<file path="src/rtl/time_set_unit.sv">
// hh:mm:ss BCD setting unit: steps the selected field from held push-buttons
// with auto-repeat, and presets all fields from a parallel load path.
module time_set_unit #(
  parameter int SEC_MOD    = 60,
  parameter int MIN_MOD    = 60,
  parameter int HR_MOD     = 24,
  parameter int RPT_DELAY  = 25_000_000,
  parameter int RPT_PERIOD = 5_000_000
) (
  input  logic       clk,
  input  logic       rst,
  input  logic       sel,
  input  logic       inc,
  input  logic       dec,
  input  logic       load,
  input  logic [7:0] load_sec,
  input  logic [7:0] load_min,
  input  logic [7:0] load_hr,
  output logic [7:0] val_sec,
  output logic [7:0] val_min,
  output logic [7:0] val_hr,
  output logic [1:0] field,
  output logic       step
);

  localparam int CMAX = (RPT_DELAY > RPT_PERIOD) ? RPT_DELAY : RPT_PERIOD;
  localparam int CW   = $clog2(CMAX) + 1;
  localparam logic [CW-1:0] DLY_LD = CW'(RPT_DELAY - 1);
  localparam logic [CW-1:0] PER_LD = CW'(RPT_PERIOD - 1);
  localparam logic [7:0] SEC_TOP = {4'((SEC_MOD - 1) / 10), 4'((SEC_MOD - 1) % 10)};
  localparam logic [7:0] MIN_TOP = {4'((MIN_MOD - 1) / 10), 4'((MIN_MOD - 1) % 10)};
  localparam logic [7:0] HR_TOP  = {4'((HR_MOD - 1) / 10), 4'((HR_MOD - 1) % 10)};

  typedef enum logic [1:0] {S_IDLE, S_DELAY, S_REPEAT, S_HOLD} state_t;

  state_t        state, state_n;
  logic [CW-1:0] cnt, cnt_n;
  logic          dir, dir_n;
  logic          inc_q, dec_q;
  logic          do_step, step_up;
  logic          up, down, req, prev_req, same;

  function automatic logic [7:0] bcd_next(input logic [7:0] v, input logic go_up,
                                          input logic [7:0] top);
    logic [7:0] r;
    if (go_up) begin
      if (v == top)             r = 8'h00;
      else if (v[3:0] == 4'd9)  r = {v[7:4] + 4'd1, 4'd0};
      else                      r = {v[7:4], v[3:0] + 4'd1};
    end else begin
      if (v == 8'h00)           r = top;
      else if (v[3:0] == 4'd0)  r = {v[7:4] - 4'd1, 4'd9};
      else                      r = {v[7:4], v[3:0] - 4'd1};
    end
    return r;
  endfunction

  // Out-of-range presets collapse to 00 so fields always hold legal values.
  function automatic logic [7:0] bcd_check(input logic [7:0] v, input int m);
    int b;
    logic [7:0] r;
    b = 10 * int'(v[7:4]) + int'(v[3:0]);
    if (v[7:4] > 4'd9 || v[3:0] > 4'd9 || b >= m) r = 8'h00;
    else                                          r = v;
    return r;
  endfunction

  assign up       = inc & ~dec;
  assign down     = dec & ~inc;
  assign req      = inc ^ dec;
  assign prev_req = inc_q ^ dec_q;
  assign same     = dir ? up : down;

  always_comb begin
    state_n = state;
    cnt_n   = cnt;
    dir_n   = dir;
    do_step = 1'b0;
    step_up = dir;
    case (state)
      S_HOLD: if (!inc && !dec) state_n = S_IDLE;
      S_IDLE: begin
        if (req && !prev_req) begin
          do_step = 1'b1;
          step_up = up;
          dir_n   = up;
          cnt_n   = DLY_LD;
          state_n = S_DELAY;
        end
      end
      S_DELAY, S_REPEAT: begin
        if (!inc && !dec) begin
          state_n = S_IDLE;
        end else if (same) begin
          if (cnt == '0) begin
            do_step = 1'b1;
            cnt_n   = PER_LD;
            state_n = S_REPEAT;
          end else begin
            cnt_n = cnt - CW'(1);
          end
        end else begin
          state_n = S_HOLD;
        end
      end
      default: state_n = S_HOLD;
    endcase
    // load and sel both discard any step and demand a fresh press.
    if (load || sel) begin
      do_step = 1'b0;
      state_n = S_HOLD;
    end
  end

  always_ff @(posedge clk) begin
    if (rst) begin
      state   <= S_HOLD;
      cnt     <= '0;
      dir     <= 1'b1;
      inc_q   <= 1'b1;
      dec_q   <= 1'b1;
      field   <= 2'd0;
      step    <= 1'b0;
      val_sec <= 8'h00;
      val_min <= 8'h00;
      val_hr  <= 8'h00;
    end else begin
      state <= state_n;
      cnt   <= cnt_n;
      dir   <= dir_n;
      inc_q <= inc;
      dec_q <= dec;
      step  <= do_step;
      if (load) begin
        val_sec <= bcd_check(load_sec, SEC_MOD);
        val_min <= bcd_check(load_min, MIN_MOD);
        val_hr  <= bcd_check(load_hr, HR_MOD);
      end else if (sel) begin
        field <= (field == 2'd2) ? 2'd0 : field + 2'd1;
      end else if (do_step) begin
        case (field)
          2'd0:    val_sec <= bcd_next(val_sec, step_up, SEC_TOP);
          2'd1:    val_min <= bcd_next(val_min, step_up, MIN_TOP);
          2'd2:    val_hr  <= bcd_next(val_hr, step_up, HR_TOP);
          default: ;
        endcase
      end
    end
  end

endmodule
</file>
<file path="config.mk">
export PLATFORM = sky130hd
export DESIGN_NAME = time_set_unit
export DESIGN_NICKNAME = d
export VERILOG_FILES = /design/src/rtl/time_set_unit.sv
export SDC_FILE = /design/constraint.sdc
export NUM_CORES = 1
export LEC_CHECK = 0
export BUFFER_PORTS_ARGS = -buffer_cell sky130_fd_sc_hd__buf_2
export CAP_MARGIN = 20
export CORE_MARGIN = 2
export CORE_UTILIZATION = 66
export CTS_BUF_LIST = sky130_fd_sc_hd__clkbuf_2
export DETAILED_ROUTE_END_ITERATION = 16
export GPL_TIMING_DRIVEN = 1
export PLACE_DENSITY = 0.89
export SLEW_MARGIN = 20
export SYNTH_ARGS = -nofsm -noshare
export SYNTH_HDL_FRONTEND = slang
export SYNTH_SLANG_ARGS = --single-unit
</file>
<file path="constraint.sdc">
create_clock -name clk -period 5.79 [get_ports clk]
set_input_delay 1.158 -clock clk [delete_from_list [all_inputs] [get_ports clk]]
set_output_delay 1.158 -clock clk [all_outputs]
set_load 0.01 [all_outputs]
</file>
==> run summary <==
Residual DRC - 0
Max Buffers Root-to-Sink - 2
Site Rows - 31
final setup TNS - 0 ns
# resized after CTS - 0
initial antenna violation count - 0
Die Y - 91.27 um
Power Total - 987.3 uW
Clock Latency Late Sink - 0.52 ns
number of synthesized flops with an enable pin - 0
final setup vio count - 0
Reg clk slew, reported paths - 0.19 ns
Global Route Usage Sum - 32.15%
crit end category - flip-flop
Req. time, crit path - 6.23 ns
Clock Sinks - 58
drt via density - 6.567
Final Skew - 0.02901 ns
largest net degree at the start of global routing - 39
die footprint - 0.008329 mm2
Synth top area share - 23.10%
number of diodes - 0
YS warnings - 0
first-pass GRT wire length - 22.23 mm
Iter 0 DRT Violations - 329
fillers - 582
most frequent cells in the layout - nor2_1 (58), dfxtp_1 (58), buf_2 (56), nand2_1 (55), ha_1 (48)
adder-cell share of the synthesized area - 14.34%
post-synthesis mux area share - 2.290%
Mapped Area - 0.005026 mm2
Core ar. - 0.007331 mm2
Total Wirelength - 13.14 mm
sequential element share of the synthesized area - 23.10%
Synth Register Bits - 58
fin crit share - 59.15%
Worst VDD drop - 0.1202 mV
XOR/XNOR Fraction of Synth Area - 4.356%
final net count - 766
total congestion overflow - 0
area of the multi-input gates - 0.003601 mm2
Most used DFF post-synth - dfxtp_1
final worst slack - 2.365 ns
number of global-route vias before repair - 4767
TritonCTS clock tree - built
Routed Antenna Nets - 0
largest family of logic cells by synthesized area - compound AO/OA/AOI/OAI gates
Syn Nets - 726
Synth Area in Compound Gates - 26.59%
post-synthesis simple-gate area fraction - 23.87%
status - complete, no violations
register area - 0.001161 mm2
Core Util, Final - 74.11%
Least-Margin Pin Slew - 0.9239 ns
DRT Pass-1 Iters - 6
max_cap viols - 0
RSZ-0062 raised after global routing - no
minimum clock period after layout - 3.425 ns
initial core utilization - 68.56%
HPWL Detailed - 9.533 mm
postcts setup bufs - 0
share of layout cells above drive strength 1 - 13.10%
H-tree depth - 3
Syn Area/Cell - 7.829 um2
CP arrival - 3.86 ns
post-synth cell types - 69
power per cell area - 181.7 mW/mm2
cts bufs inserted - 9
top cells by area, synth - dfxtp_1 (23%), ha_1 (12%), a21oi_1 (4.4%)
dominant cell type by area after synthesis - dfxtp_1
Port Buffers - 56
Crit Path Max Fanout - 8
Hold-fix buffers, CTS - 0
Slew Viols, Final - 0
post-synthesis async set-or-reset flop share - 0%
Placer Congestion - 0.8878
DR WL/cell - 16.71 um
dpl ws - 1.498 ns
Pleak - 0.002248 uW
max frequency - 292.0 MHz
Area Growth Syn to Fin - 8.091%
Hold WC Path Type - flip-flop to flip-flop
IO Pins - 57
Die W - 91.27 um
CP Launch Type - input pin
clock root buffer - clkbuf_2
routed vias - 5162
WS Path Type - input pin to flip-flop
Synth Instances - 642
Hold Fails Final Rpt - 0
worst slew margin relative to its limit - 38.18%
-- state kept, by name (all words and copies together), names as in the netlist --
register  flops
cnt          26
dec_q         1
dir           1
field         2
inc_q         1
state         2
step          1
val_hr        8
val_min       8
val_sec       8
-- per-layer routing --
layer	wire [um]	part of all wire [%]	up-vias	GRT usage, %
met3	858	6.5	25	4.232
met1	5624	43	2441	41.42
met2	6444	49	230	55.62
met5	0	0	-	0
met4	208	1.6	0	10.35
li1	-	-	2466	-
-- area by class of cell --
cell class              count  area share, %
clock inverters             7         0.8291
inverters                  45          3.109
multi-input cells         511          66.28
repair buffers             57          5.297
clock buffers               9         0.8291
well taps                  99          2.280
flip-flops and latches     58          21.37
-- power breakdown --
group | internal, uW | switching (uW)
Sequential | 417 | 30.8
Combinational | 124 | 187
Clock | 54.3 | 174
Total | 595 | 392
-- Yosys cell counts (all sizes together), types with 8 or more instances --
cell     number
a2111oi       8
a211oi       16
a21oi        44
a2bb2oi       8
a31oi        11
clkbuf       27
dfxtp        58
ha           48
inv          45
nand2        55
nand3        21
nand4         8
nor2         58
nor3         26
nor4         13
o21ai        39
o31ai         8
or3          11
xnor2        15
xor2         10
-- cells by family (layout without fill, tap and decap cells) --
family | Yosys count | count (layout)
simple gates | 233 | 233
fa+ha+maj | 54 | 54
xor+xnor | 25 | 25
buf+inv | 73 | 118
compound gates | 189 | 189
flops | 58 | 58
mux | 10 | 10
-- critical path, stage by stage --
cell,delay (ns)
buf_2,0.13
ha_1,0.30
ha_1,0.23
fa_1,0.56
nand4b_1,0.11
a21oi_1,0.18
o22ai_1,0.11
nor4_2,0.59
a22oi_1,0.20
a211oi_1,0.29
-- per-stage QoR --
| step | cell area (um2) | cells | hold WS (ns) |
|---|---|---|---|
| 2_1_floorplan | 5026 | 642 | 0.4753 |
| 6_report | 5433 | 786 | 0.5417 |
| 5_1_grt | 5433 | 786 | 0.5758 |
| 3_3_place_gp | 5333 | 770 | 0.4943 |
| 4_1_cts | 5423 | 786 | 0.5438 |
| 3_5_place_dp | 5333 | 770 | 0.5022 |
-- final timing paths --
check	start	endpoint	slack, ns	cells past startpoint
setup / recovery	load_hr[5]	val_hr[1]	2.37	10
setup reg to reg	state[0]	val_hr[1]	2.99	8
hold / removal	cnt[21]	cnt[21]	0.54	2
hold reg to reg	cnt[21]	cnt[21]	0.54	2
(Power assumes the default switching activity.)
